--- src/rtl/io_input_conditioner_if.sv ---
// Board-facing bundle of the input conditioner: raw pins in, conditioned values and pulses out.
// master is the board/consumer side, slave is the conditioner.
interface io_input_conditioner_if;
  logic [7:0] sw_raw;
  logic [2:0] test_raw;
  logic       btnA_raw;
  logic       btnB_raw;
  logic [7:0] IO_input;
  logic [2:0] TEST_input;
  logic       enterA;
  logic       enterB;
  logic       btn_busy;

  modport master (
    output sw_raw, test_raw, btnA_raw, btnB_raw,
    input  IO_input, TEST_input, enterA, enterB, btn_busy
  );

  modport slave (
    input  sw_raw, test_raw, btnA_raw, btnB_raw,
    output IO_input, TEST_input, enterA, enterB, btn_busy
  );
endinterface

--- src/rtl/io_input_conditioner.sv ---
// Two-flop synchroniser plus four debounce channels (sw, test, btnA, btnB) feeding
// per-button press detectors that emit one enter pulse per debounced press.
module io_input_conditioner #(
  parameter int DEBOUNCE_CYCLES = 20
) (
  input logic                    clock,
  input logic                    reset,
  io_input_conditioner_if.slave  io
);
  localparam int CNT_W = $clog2(DEBOUNCE_CYCLES) + 1;
  localparam logic [CNT_W-1:0] CNT_MAX = CNT_W'(DEBOUNCE_CYCLES - 1);

  typedef enum logic {IDLE = 1'b0, HELD = 1'b1} btn_state_e;

  logic [12:0]      sync1_q, sync2_q;
  logic [7:0]       chan_sync [4];
  logic [7:0]       stab_q [4];
  logic [7:0]       stab_d [4];
  logic [CNT_W-1:0] cnt_q [4];
  logic [CNT_W-1:0] cnt_d [4];
  btn_state_e       state_q [2];
  btn_state_e       state_d [2];
  logic             enter_q [2];
  logic             enter_d [2];
  logic             rise [2];
  logic             fall [2];
  logic             busy_q, busy_d;

  // Channel 0 = sw, 1 = test, 2 = btnA, 3 = btnB; all zero-extended to a common width.
  assign chan_sync[0] = sync2_q[7:0];
  assign chan_sync[1] = {5'd0, sync2_q[10:8]};
  assign chan_sync[2] = {7'd0, sync2_q[11]};
  assign chan_sync[3] = {7'd0, sync2_q[12]};

  assign io.IO_input   = stab_q[0];
  assign io.TEST_input = stab_q[1][2:0];
  assign io.enterA     = enter_q[0];
  assign io.enterB     = enter_q[1];
  assign io.btn_busy   = busy_q;

  // Debounce counters, stable values and press detection.
  always_comb begin
    for (int ch = 0; ch < 4; ch++) begin
      stab_d[ch] = stab_q[ch];
      if (chan_sync[ch] == stab_q[ch]) begin
        cnt_d[ch] = {CNT_W{1'b0}};
      end else if (cnt_q[ch] == CNT_MAX) begin
        stab_d[ch] = chan_sync[ch];
        cnt_d[ch]  = {CNT_W{1'b0}};
      end else begin
        cnt_d[ch] = cnt_q[ch] + CNT_W'(1);
      end
    end
    // Edges are taken on the next stable value so the pulse lines up with the commit edge.
    for (int i = 0; i < 2; i++) begin
      rise[i]    = stab_d[i+2][0] & ~stab_q[i+2][0];
      fall[i]    = ~stab_d[i+2][0] & stab_q[i+2][0];
      enter_d[i] = 1'b0;
      case (state_q[i])
        IDLE: begin
          if (rise[i]) begin
            state_d[i] = HELD;
            enter_d[i] = 1'b1;
          end else begin
            state_d[i] = IDLE;
          end
        end
        HELD: begin
          if (fall[i]) begin
            state_d[i] = IDLE;
          end else begin
            state_d[i] = HELD;
          end
        end
        default: state_d[i] = IDLE;
      endcase
    end
    busy_d = (state_d[0] == HELD) || (state_d[1] == HELD);
  end

  // All state: synchroniser, debounce channels, button FSMs and output flops.
  always_ff @(posedge clock or posedge reset) begin
    if (reset) begin
      sync1_q <= 13'd0;
      sync2_q <= 13'd0;
      for (int ch = 0; ch < 4; ch++) begin
        stab_q[ch] <= 8'd0;
        cnt_q[ch]  <= {CNT_W{1'b0}};
      end
      for (int i = 0; i < 2; i++) begin
        state_q[i] <= IDLE;
        enter_q[i] <= 1'b0;
      end
      busy_q <= 1'b0;
    end else begin
      sync1_q <= {io.btnB_raw, io.btnA_raw, io.test_raw, io.sw_raw};
      sync2_q <= sync1_q;
      for (int ch = 0; ch < 4; ch++) begin
        stab_q[ch] <= stab_d[ch];
        cnt_q[ch]  <= cnt_d[ch];
      end
      for (int i = 0; i < 2; i++) begin
        state_q[i] <= state_d[i];
        enter_q[i] <= enter_d[i];
      end
      busy_q <= busy_d;
    end
  end
endmodule

--- src/flat_wrapper.sv ---
// flat-port wrapper written by rule: the top's interface ports become plain ports
module io_input_conditioner_flat 
#(
  parameter int DEBOUNCE_CYCLES = 20
)
  (clock, reset, io_sw_raw, io_test_raw, io_btnA_raw, io_btnB_raw, io_IO_input, io_TEST_input, io_enterA, io_enterB, io_btn_busy);
  io_input_conditioner_if io_i ();
  input logic clock;
  input logic reset;
  input wire logic [$bits(io_i.sw_raw)-1:0] io_sw_raw;
  input wire logic [$bits(io_i.test_raw)-1:0] io_test_raw;
  input wire logic [$bits(io_i.btnA_raw)-1:0] io_btnA_raw;
  input wire logic [$bits(io_i.btnB_raw)-1:0] io_btnB_raw;
  output wire logic [$bits(io_i.IO_input)-1:0] io_IO_input;
  output wire logic [$bits(io_i.TEST_input)-1:0] io_TEST_input;
  output wire logic [$bits(io_i.enterA)-1:0] io_enterA;
  output wire logic [$bits(io_i.enterB)-1:0] io_enterB;
  output wire logic [$bits(io_i.btn_busy)-1:0] io_btn_busy;
  assign io_i.sw_raw = io_sw_raw;
  assign io_i.test_raw = io_test_raw;
  assign io_i.btnA_raw = io_btnA_raw;
  assign io_i.btnB_raw = io_btnB_raw;
  assign io_IO_input = io_i.IO_input;
  assign io_TEST_input = io_i.TEST_input;
  assign io_enterA = io_i.enterA;
  assign io_enterB = io_i.enterB;
  assign io_btn_busy = io_i.btn_busy;
  io_input_conditioner #(.DEBOUNCE_CYCLES(DEBOUNCE_CYCLES)) u_core (.clock(clock), .reset(reset), .io(io_i));
endmodule
--- config.mk ---
export PLATFORM = sky130hd
export DESIGN_NAME = io_input_conditioner_flat
export DESIGN_NICKNAME = d
export VERILOG_FILES = /design/src/rtl/io_input_conditioner_if.sv /design/src/rtl/io_input_conditioner.sv /design/src/flat_wrapper.sv
export SDC_FILE = /design/constraint.sdc
export NUM_CORES = 1
export LEC_CHECK = 0
export ABC_AREA = 1
export BUFFER_PORTS_ARGS = -buffer_cell sky130_fd_sc_hd__buf_2
export CORE_MARGIN = 2
export CORE_UTILIZATION = 40
export DETAILED_ROUTE_END_ITERATION = 10
export PLACE_DENSITY_LB_ADDON = 0.25
export SLEW_MARGIN = 20
export SYNTH_ARGS = -nofsm -noshare
export SYNTH_HDL_FRONTEND = slang
export SYNTH_SLANG_ARGS = --single-unit
--- constraint.sdc ---
create_clock -name clock -period 5.49 [get_ports clock]
set_input_delay 0.8235 -clock clock [delete_from_list [all_inputs] [get_ports clock]]
set_output_delay 0.8235 -clock clock [all_outputs]
set_load 0.01 [all_outputs]
==> impl_metrics.xml, run 1 <==
<?xml version="1.0" encoding="UTF-8"?>
<metrics>
  <group name="sta">
    <metric name="final_max_slew_viol_count" unit="">0</metric>
    <metric name="fmax" unit="GHz">0.575</metric>
    <metric name="minimum_clock_period" unit="ps">1740</metric>
    <metric name="report.final.hold_viol_count" unit="">0</metric>
    <metric name="setup_tns" unit="ps">0</metric>
    <metric name="slew_headroom" unit="">0.464</metric>
    <metric name="finalClockSkew" unit="ps">4.88</metric>
    <metric name="final-setup-viol-count" unit="">0</metric>
    <metric name="worst-slew-pin-transition" unit="ps">804</metric>
    <metric name="rsz0062_at_grt" unit="">no</metric>
    <metric name="timing.hold.ws" unit="ps">345</metric>
    <metric name="finalCritPeriodShare" unit="">0.317</metric>
  </group>
  <group name="routing">
    <metric name="top_layer" unit="">met4</metric>
    <metric name="met2_wirelength" unit="µm">1950</metric>
    <metric name="drt_iter0_markers" unit="">105</metric>
    <metric name="drt_drc_violations_left" unit="">0</metric>
    <metric name="vias" unit="">1680</metric>
    <metric name="drt_first_pass_iters" unit="">4</metric>
    <metric name="wire_per_inst" unit="µm">11.3</metric>
    <metric name="drt-vias-per-instance" unit="">4.57</metric>
    <metric name="detail_route.wirelength.met1" unit="µm">1920</metric>
    <metric name="met3_length" unit="µm">137</metric>
    <metric name="totalWireLength" unit="µm">4150</metric>
    <metric name="postRouteAntennaNets" unit="">0</metric>
  </group>
  <group name="clocking">
    <metric name="post-cts-setup-buffers" unit="">0</metric>
    <metric name="clock_latency" unit="ps">340</metric>
    <metric name="tritoncts" unit="">done</metric>
    <metric name="cts_sinks" unit="">68</metric>
    <metric name="ctsHoldBuffers" unit="">0</metric>
    <metric name="cts-htree-levels" unit="">3</metric>
    <metric name="cts_buffers" unit="">9</metric>
    <metric name="cts.root.buffer_cell" unit="">clkbuf_8</metric>
    <metric name="clk_transition_reported_paths" unit="ps">70</metric>
    <metric name="cts_resized" unit="">0</metric>
    <metric name="clock_path_buffers" unit="">2</metric>
  </group>
  <group name="synth">
    <metric name="synth_top_area_share" unit="">0.626</metric>
    <metric name="synthTopCellsByArea" unit="">dfrtp_1, nand2_1, inv_1</metric>
    <metric name="yosys_warnings" unit="">0</metric>
    <metric name="synth_fp_nets" unit="">274</metric>
    <metric name="number_of_synthesized_register_bits" unit="">68</metric>
    <metric name="cell_type_with_the_largest_total_area_after_synthesis" unit="">dfrtp_1</metric>
    <metric name="avg_cell_area_syn" unit="µm²">10.7</metric>
    <metric name="netlist_instances" unit="">255</metric>
    <metric name="mappedNetlistArea" unit="µm²">2720</metric>
    <metric name="post_synth_num_cell_types" unit="">26</metric>
    <metric name="fraction_of_the_yosys_area_taken_by_sequential_cells" unit="">0.626</metric>
  </group>
  <group name="setup_path">
    <metric name="cp_data_arrival_time" unit="ps">920</metric>
    <metric name="timing.critical_path.max_delay_family" unit="">flip-flops</metric>
    <metric name="worstPathBufferInverterCount" unit="">1</metric>
    <metric name="cp.depth" unit="">1</metric>
    <metric name="timing.critical_path.slowest_cell_delay" unit="ps">420</metric>
    <metric name="worstSetupEndpointType" unit="">primary output</metric>
    <metric name="rr_worst_depth" unit="">7</metric>
    <metric name="setup.worst_path.class" unit="">flip-flop to primary output</metric>
    <metric name="worstPathCellList" unit="">buf_2</metric>
    <metric name="slowest_stage" unit="">dfrtp_1</metric>
    <metric name="path_max_fanout" unit="">3</metric>
    <metric name="timing.critical_path.from_type" unit="">flip-flop</metric>
    <metric name="worst_ep_required_time" unit="ps">4670</metric>
  </group>
  <group name="final_layout">
    <metric name="drive_gt1_frac" unit="">0.222</metric>
    <metric name="flow.area_growth_from_synthesis" unit="%">14.8</metric>
    <metric name="final_net_count" unit="">302</metric>
    <metric name="antenna_cells_inserted" unit="">0</metric>
  </group>
  <group name="global_routing">
    <metric name="globalRoute.totalOverflow" unit="">0</metric>
    <metric name="first_pass_grt_wire_length" unit="µm">7290</metric>
    <metric name="first_global_vias" unit="">1724</metric>
    <metric name="grt_usage" unit="">0.129</metric>
    <metric name="antenna_found_initial" unit="">0</metric>
    <metric name="maximum_number_of_pins_on_one_net_before_global_route_repair" unit="">69</metric>
  </group>
  <group name="placement">
    <metric name="globalplace.congestion" unit="">0.745</metric>
    <metric name="post-dp-hpwl" unit="µm">2810</metric>
    <metric name="io_buf_count" unit="">28</metric>
  </group>
  <group name="min_path">
    <metric name="timing.hold.worst.class" unit="">flip-flop to flip-flop</metric>
    <metric name="holdPathStages" unit="">0</metric>
  </group>
  <group name="die">
    <metric name="io_pins" unit="">29</metric>
    <metric name="chipHeight" unit="µm">86.5</metric>
    <metric name="start_util" unit="">0.407</metric>
    <metric name="chipWidth" unit="µm">86.5</metric>
    <metric name="design.die.area" unit="µm²">7480</metric>
    <metric name="core" unit="µm²">6680</metric>
    <metric name="placementRows" unit="">30</metric>
  </group>
  <group name="run">
    <metric name="max-cap-violations" unit="">0</metric>
  </group>
  <group name="pwr">
    <metric name="power.density_cell_area" unit="nW/µm²">463</metric>
    <metric name="peak_supply_drop" unit="µV">210</metric>
    <metric name="power.static_leakage" unit="nW">1.59</metric>
  </group>
  <group name="status">
    <metric name="status" unit="">complete, no violations</metric>
  </group>
</metrics>
placed cells by master, fill, tap and decap left out, types with 4 or more instances in the layout:
| cell type | instances |
|---|---|
| a21oi_1 | 5 |
| buf_2 | 28 |
| clkbuf_8 | 10 |
| dfrtp_1 | 68 |
| ha_1 | 4 |
| inv_1 | 28 |
| nand2_1 | 45 |
| nand3_1 | 18 |
| nor2_1 | 23 |
| nor2_2 | 4 |
| nor3_1 | 5 |
| xnor2_1 | 11 |
| xor2_1 | 9 |
final timing paths:
kind,start,to,slack (ps)
worst max-delay path,u_core.io.IO_input[6],io_IO_input[6],3750
worst min-delay path,u_core.sync1_q[2],u_core.sync2_q[2],350
worst max register to register,u_core.io.IO_input[3],u_core.io.IO_input[4],4100
worst min register to register,u_core.sync1_q[2],u_core.sync2_q[2],350
max in group asynchronous,reset,u_core.state_q[1],4250
min in group asynchronous,reset,u_core.sync2_q[10],710
metal layers:
layer,global-route usage,up-vias
met3,0.0333,12
met5,0,-
met2,0.197,21
li1,-,840
met4,0.0938,0
met1,0.157,807
cells by family after synthesis:
kind of cell,count (synthesis),share of synthesized area
adder cells (fa/ha/maj),4,0.0184
XOR/XNOR,20,0.0644
buffers and inverters,43,0.0777
AO/OA/AOI/OAI,10,0.0212
AND/OR/NAND/NOR,110,0.193
flip-flops,68,0.626
final cells by class:
| type | count | area [µm²] |
|---|---|---|
| repair buffers | 29 | 148 |
| clock inverters | 6 | 111 |
| clock buffers | 10 | 138 |
| flip-flops and latches | 68 | 1700 |
| fillers | 637 | 3560 |
| well taps | 80 | 100 |
| multi-input cells | 144 | 807 |
| inverters | 31 | 118 |
worst register-to-register path, cell delays in order, from the launching register on:
cell and delay (ps):
dfrtp_1 410, xnor2_1 160, nand2_1 80, nor2_1 130
nand2_2 190, nand2_2 220, nand2_1 80, nand2_1 60
sequential cells by signal, summed over array words and instances (netlist names):
register / cells
u_core.io.TEST_input: 3
u_core.state_q: 2
u_core.io.enterA: 1
u_core.io.IO_input: 8
u_core.sync2_q: 13
u_core.stab_q: 2
u_core.sync1_q: 13
u_core.io.enterB: 1
u_core.cnt_q: 24
u_core.io.btn_busy: 1
cell usage after synthesis:
library cell	count
a31o_2	1
nor3_2	3
dfrtp_1	68
buf_6	1
a21oi_1	5
nand3_2	2
or2_1	1
inv_1	29
nor2_1	23
nand3b_1	1
nand2_1	45
a21oi_2	1
inv_2	1
clkinv_2	1
nand4_1	1
nor3_1	5
nor2_2	4
xor2_1	9
nand3_1	18
nand2_2	3
buf_4	11
ha_1	4
o21ai_0	3
nor3b_1	2
nand4_2	2
xnor2_1	11
per-stage QoR:
stage	utilization	worst slack, ps	instances	cell area [µm²]	power (mW)
3_3_place_gp	0.430	3810	352	2870	0.949
3_5_place_dp	0.430	3810	352	2870	0.961
4_1_cts	0.467	3730	368	3120	1.47
2_1_floorplan	-	2950	255	2720	0.922
5_1_grt	0.467	3720	368	3120	1.54
6_report	0.467	3750	368	3120	1.44
power by group:
part | switching, mW | internal [mW]
Sequential | 0.0853 | 0.594
Clock | 0.188 | 0.314
Combinational | 0.139 | 0.125
Note: power is estimated with default switching activity, not from simulation.
==> run 2, diff against run 1 <==
--- a/config.mk
+++ b/config.mk
@@ -5,7 +5,7 @@
 export SDC_FILE = /design/constraint.sdc
 export NUM_CORES = 1
 export LEC_CHECK = 0
-export ABC_AREA = 1
+export ABC_AREA = 0
 export BUFFER_PORTS_ARGS = -buffer_cell sky130_fd_sc_hd__buf_2
 export CORE_MARGIN = 2
 export CORE_UTILIZATION = 40
==> constraint.sdc (replaced) <==
create_clock -name clock -period 1.6 [get_ports clock]
set_input_delay 0.24 -clock clock [delete_from_list [all_inputs] [get_ports clock]]
set_output_delay 0.24 -clock clock [all_outputs]
set_load 0.01 [all_outputs]
==> run 2 against run 1 <==
  * Total power increased to 3.2 times the previous value
  * Count of clock-buffer cells in the layout increased by 1
  * Synthesized cell count decreased by 22%
  * Sequential share of layout area decreased by 2.6 points
  * Worst setup slack got worse by 3700 ps
==> impl_metrics.xml, run 2 <==
<?xml version="1.0" encoding="UTF-8"?>
<metrics>
  <group name="status">
    <metric name="status" unit="">complete, no violations</metric>
  </group>
  <group name="sta">
    <metric name="finalClockSkew" unit="ps">5.80</metric>
    <metric name="worst-slew-pin-transition" unit="ps">390</metric>
    <metric name="finalCritPeriodShare" unit="">0.996</metric>
    <metric name="final-setup-viol-count" unit="">0</metric>
    <metric name="slew_headroom" unit="">0.739</metric>
    <metric name="fmax" unit="GHz">0.627</metric>
    <metric name="minimum_clock_period" unit="ps">1590</metric>
    <metric name="setup_tns" unit="ps">0</metric>
    <metric name="rsz0062_at_grt" unit="">yes</metric>
    <metric name="final_max_slew_viol_count" unit="">0</metric>
    <metric name="report.final.hold_viol_count" unit="">0</metric>
  </group>
  <group name="setup_path">
    <metric name="reg_to_reg_setup_timing_slack" unit="ps">6</metric>
    <metric name="worst_ep_required_time" unit="ps">1820</metric>
    <metric name="reg2reg_to" unit="">u_core.io.IO_input[5]</metric>
    <metric name="worstSetupEndpointType" unit="">flip-flop</metric>
    <metric name="origin_of_the_critical_flop_to_flop_path" unit="">u_core.cnt_q[21]</metric>
    <metric name="crit_start" unit="">u_core.cnt_q[21]</metric>
    <metric name="cp_data_arrival_time" unit="ps">1810</metric>
    <metric name="timing.critical_path.from_type" unit="">flip-flop</metric>
    <metric name="setup.worst_path.class" unit="">flip-flop to flip-flop</metric>
    <metric name="rr_worst_depth" unit="">5</metric>
    <metric name="path_max_fanout" unit="">8</metric>
  </group>
  <group name="global_routing">
    <metric name="met2_capacity_usage_during_global_routing" unit="">0.198</metric>
    <metric name="globalRoute.busiestLayer" unit="">met2</metric>
    <metric name="grt_use_met3" unit="">0.0564</metric>
    <metric name="antenna_found_initial" unit="">0</metric>
    <metric name="first_pass_grt_wire_length" unit="µm">7530</metric>
    <metric name="grt_usage" unit="">0.135</metric>
    <metric name="maximum_number_of_pins_on_one_net_before_global_route_repair" unit="">22</metric>
    <metric name="first_global_vias" unit="">1618</metric>
    <metric name="gr-usage-met1" unit="">0.184</metric>
    <metric name="globalRoute.totalOverflow" unit="">0</metric>
  </group>
  <group name="clocking">
    <metric name="clk_transition_reported_paths" unit="ps">70</metric>
    <metric name="clock_latency" unit="ps">330</metric>
    <metric name="clock_path_buffers" unit="">2</metric>
    <metric name="cts-htree-levels" unit="">3</metric>
    <metric name="tritoncts" unit="">done</metric>
    <metric name="cts.root.buffer_cell" unit="">clkbuf_8</metric>
    <metric name="cts_sinks" unit="">68</metric>
    <metric name="cts_buffers" unit="">9</metric>
  </group>
  <group name="synth">
    <metric name="postSynth.topFlopCell" unit="">dfrtp_1</metric>
    <metric name="number_of_synthesized_register_bits" unit="">68</metric>
    <metric name="avg_cell_area_syn" unit="µm²">13.3</metric>
    <metric name="mappedNetlistArea" unit="µm²">2630</metric>
    <metric name="yosys_warnings" unit="">0</metric>
    <metric name="fraction_of_the_yosys_area_taken_by_sequential_cells" unit="">0.646</metric>
    <metric name="netlist_instances" unit="">198</metric>
    <metric name="synth_top_area_share" unit="">0.646</metric>
    <metric name="synth_async_sr_flop_share" unit="">1.00</metric>
    <metric name="synthMuxAreaShare" unit="">0.0513</metric>
    <metric name="yosysMostFrequentCell" unit="">dfrtp_1</metric>
    <metric name="synth_top_family_by_area" unit="">simple AND/OR/NAND/NOR gates</metric>
    <metric name="post_synth_fa_ha_maj_area_fraction" unit="">0.0190</metric>
    <metric name="number_of_enable_flip_flop_cells_after_synthesis" unit="">0</metric>
    <metric name="synthSimpleGateAreaFrac" unit="">0.108</metric>
    <metric name="post_synth_num_cell_types" unit="">29</metric>
    <metric name="synth_fp_nets" unit="">217</metric>
    <metric name="post_synthesis_compound_gate_area_fraction" unit="">0.0433</metric>
    <metric name="synth_common_cells" unit="">dfrtp_1, nor2_1, xnor2_1</metric>
    <metric name="synth_xor_area_frac" unit="">0.0932</metric>
    <metric name="cell_type_with_the_largest_total_area_after_synthesis" unit="">dfrtp_1</metric>
    <metric name="synthTopCellsByArea" unit="">dfrtp_1, xnor2_1, mux2_2</metric>
  </group>
  <group name="final_layout">
    <metric name="layout.cells.most_common" unit="">dfrtp_1</metric>
    <metric name="largest_register_ff_count" unit="">24</metric>
    <metric name="biggestRegsByFlops" unit="">u_core.cnt_q x24, u_core.sync1_q x13, u_core.sync2_q x13</metric>
    <metric name="mostFrequentLayoutCells" unit="">dfrtp_1, buf_2, nor2_1</metric>
    <metric name="flow.area_growth_from_synthesis" unit="%">24.5</metric>
    <metric name="registers.top_by_ff_count" unit="">u_core.cnt_q</metric>
    <metric name="antenna_cells_inserted" unit="">0</metric>
    <metric name="drive_gt1_frac" unit="">0.316</metric>
    <metric name="final_net_count" unit="">267</metric>
  </group>
  <group name="pwr">
    <metric name="power.static_leakage" unit="nW">1.50</metric>
    <metric name="power.density_cell_area" unit="nW/µm²">1420</metric>
    <metric name="post-layout-total-power" unit="mW">4.65</metric>
    <metric name="peak_supply_drop" unit="µV">836</metric>
  </group>
  <group name="min_path">
    <metric name="min-delay-start" unit="">io_sw_raw[3]</metric>
    <metric name="holdPathStages" unit="">1</metric>
    <metric name="hold_end" unit="">u_core.sync1_q[3]</metric>
    <metric name="timing.hold.worst.class" unit="">primary input to flip-flop</metric>
  </group>
  <group name="routing">
    <metric name="drt_drc_violations_left" unit="">0</metric>
    <metric name="postRouteAntennaNets" unit="">0</metric>
    <metric name="drt_iter0_markers" unit="">24</metric>
    <metric name="totalWireLength" unit="µm">4280</metric>
    <metric name="drt_first_pass_iters" unit="">4</metric>
    <metric name="drt-vias-per-instance" unit="">4.62</metric>
    <metric name="wire_per_inst" unit="µm">13.0</metric>
    <metric name="vias" unit="">1523</metric>
  </group>
  <group name="die">
    <metric name="core" unit="µm²">6350</metric>
    <metric name="chipHeight" unit="µm">85.1</metric>
    <metric name="io_pins" unit="">29</metric>
    <metric name="start_util" unit="">0.415</metric>
    <metric name="design.die.area" unit="µm²">7250</metric>
    <metric name="chipWidth" unit="µm">85.1</metric>
    <metric name="placementRows" unit="">29</metric>
  </group>
  <group name="placement">
    <metric name="globalplace.congestion" unit="">0.761</metric>
    <metric name="post-dp-hpwl" unit="µm">2860</metric>
    <metric name="io_buf_count" unit="">28</metric>
  </group>
  <group name="run">
    <metric name="max-cap-violations" unit="">0</metric>
  </group>
</metrics>
run 2: changes by cell type in the layout (fill, tap and decap cells not counted), sizes merged, moves of 3 or more:
cell	change
nand2	-39
inv	-26
mux2	+12
nand3	-12
buf	+11
dlygate4sd3	+10
nor3	-6
xnor2	+6
a21oi	-5
nand2b	+4
nor2	-4
and2	+3
clkinvlp	+3
nor4	+3
run 2: timing repair:
item | in CTS | in global routing
endpoints found under the hold margin | 22 | 0
hold buffers | 10 | 0
endpoints found under the setup margin | 0 | 9
resized for setup | 0 | 12
setup buffers | 0 | 3
run 2: per-stage QoR:
stage | hold WS [ps] | cell area, µm² | setup slack, ps | std cells | utilization
2_1_floorplan | 271 | 2640 | 66.7 | 198 | -
3_3_place_gp | 259 | 2890 | 30.0 | 302 | 0.455
3_5_place_dp | 264 | 2890 | 13.7 | 302 | 0.455
4_1_cts | 4.25 | 3190 | 3.78 | 328 | 0.503
5_1_grt | 0.267 | 3280 | -70.9 | 330 | 0.516
6_report | 18.6 | 3280 | 5.88 | 330 | 0.516
run 2: report_power, final:
part	leakage [nW]	internal (mW)	switching, mW	total [mW]
sequential	0.847	2.03	0.275	2.30
combinational	0.560	0.539	0.418	0.957
clock	0.0918	0.764	0.630	1.39
run 2: final cells by class:
| cell class | instances | area [µm²] |
|---|---|---|
| tap | 77 | 96.3 |
| clock buffer | 11 | 141 |
| inverter | 5 | 22.5 |
| multi-input combinational | 114 | 886 |
| fill | 537 | 3070 |
| timing repair buffer | 50 | 368 |
| sequential | 68 | 1700 |
| clock inverter | 5 | 61.3 |
run 2: cells by family (layout without fill, tap and decap cells):
family | count (synthesis) | count (layout)
buf+inv | 16 | 71
compound gates | 11 | 11
flops | 68 | 68
fa+ha+maj | 4 | 4
simple gates | 59 | 59
mux | 12 | 12
xor+xnor | 28 | 28
run 2: worst max path at each step:
| stage | end | slack (ps) | depth (start not counted) |
|---|---|---|---|
| 2_1_floorplan | u_core.io.TEST_input[0] | 70 | 4 |
| 3_3_place_gp | u_core.io.IO_input[1] | 30 | 4 |
| 3_5_place_dp | u_core.io.IO_input[5] | 10 | 4 |
| 4_1_cts | u_core.io.IO_input[5] | 4 | 4 |
| 5_1_grt | u_core.io.IO_input[5] | -70 | 6 |
| 6_report | u_core.io.IO_input[5] | 6 | 5 |
run 2: layer usage:
| metal | vias up | wire length [µm] | share of wire |
|---|---|---|---|
| li1 | 747 | - | - |
| met1 | 744 | 2030 | 0.47 |
| met2 | 27 | 1990 | 0.46 |
| met3 | 5 | 210 | 0.049 |
| met4 | 0 | 55 | 0.013 |
| met5 | - | 0 | 0 |
run 2: worst max-delay path, cell delays in order (launching register included):
cell and delay [ps]:
dfrtp_1 450, nor4b_4 300, nand2_1 100, o21bai_4 190, buf_12 140, mux2_4 290
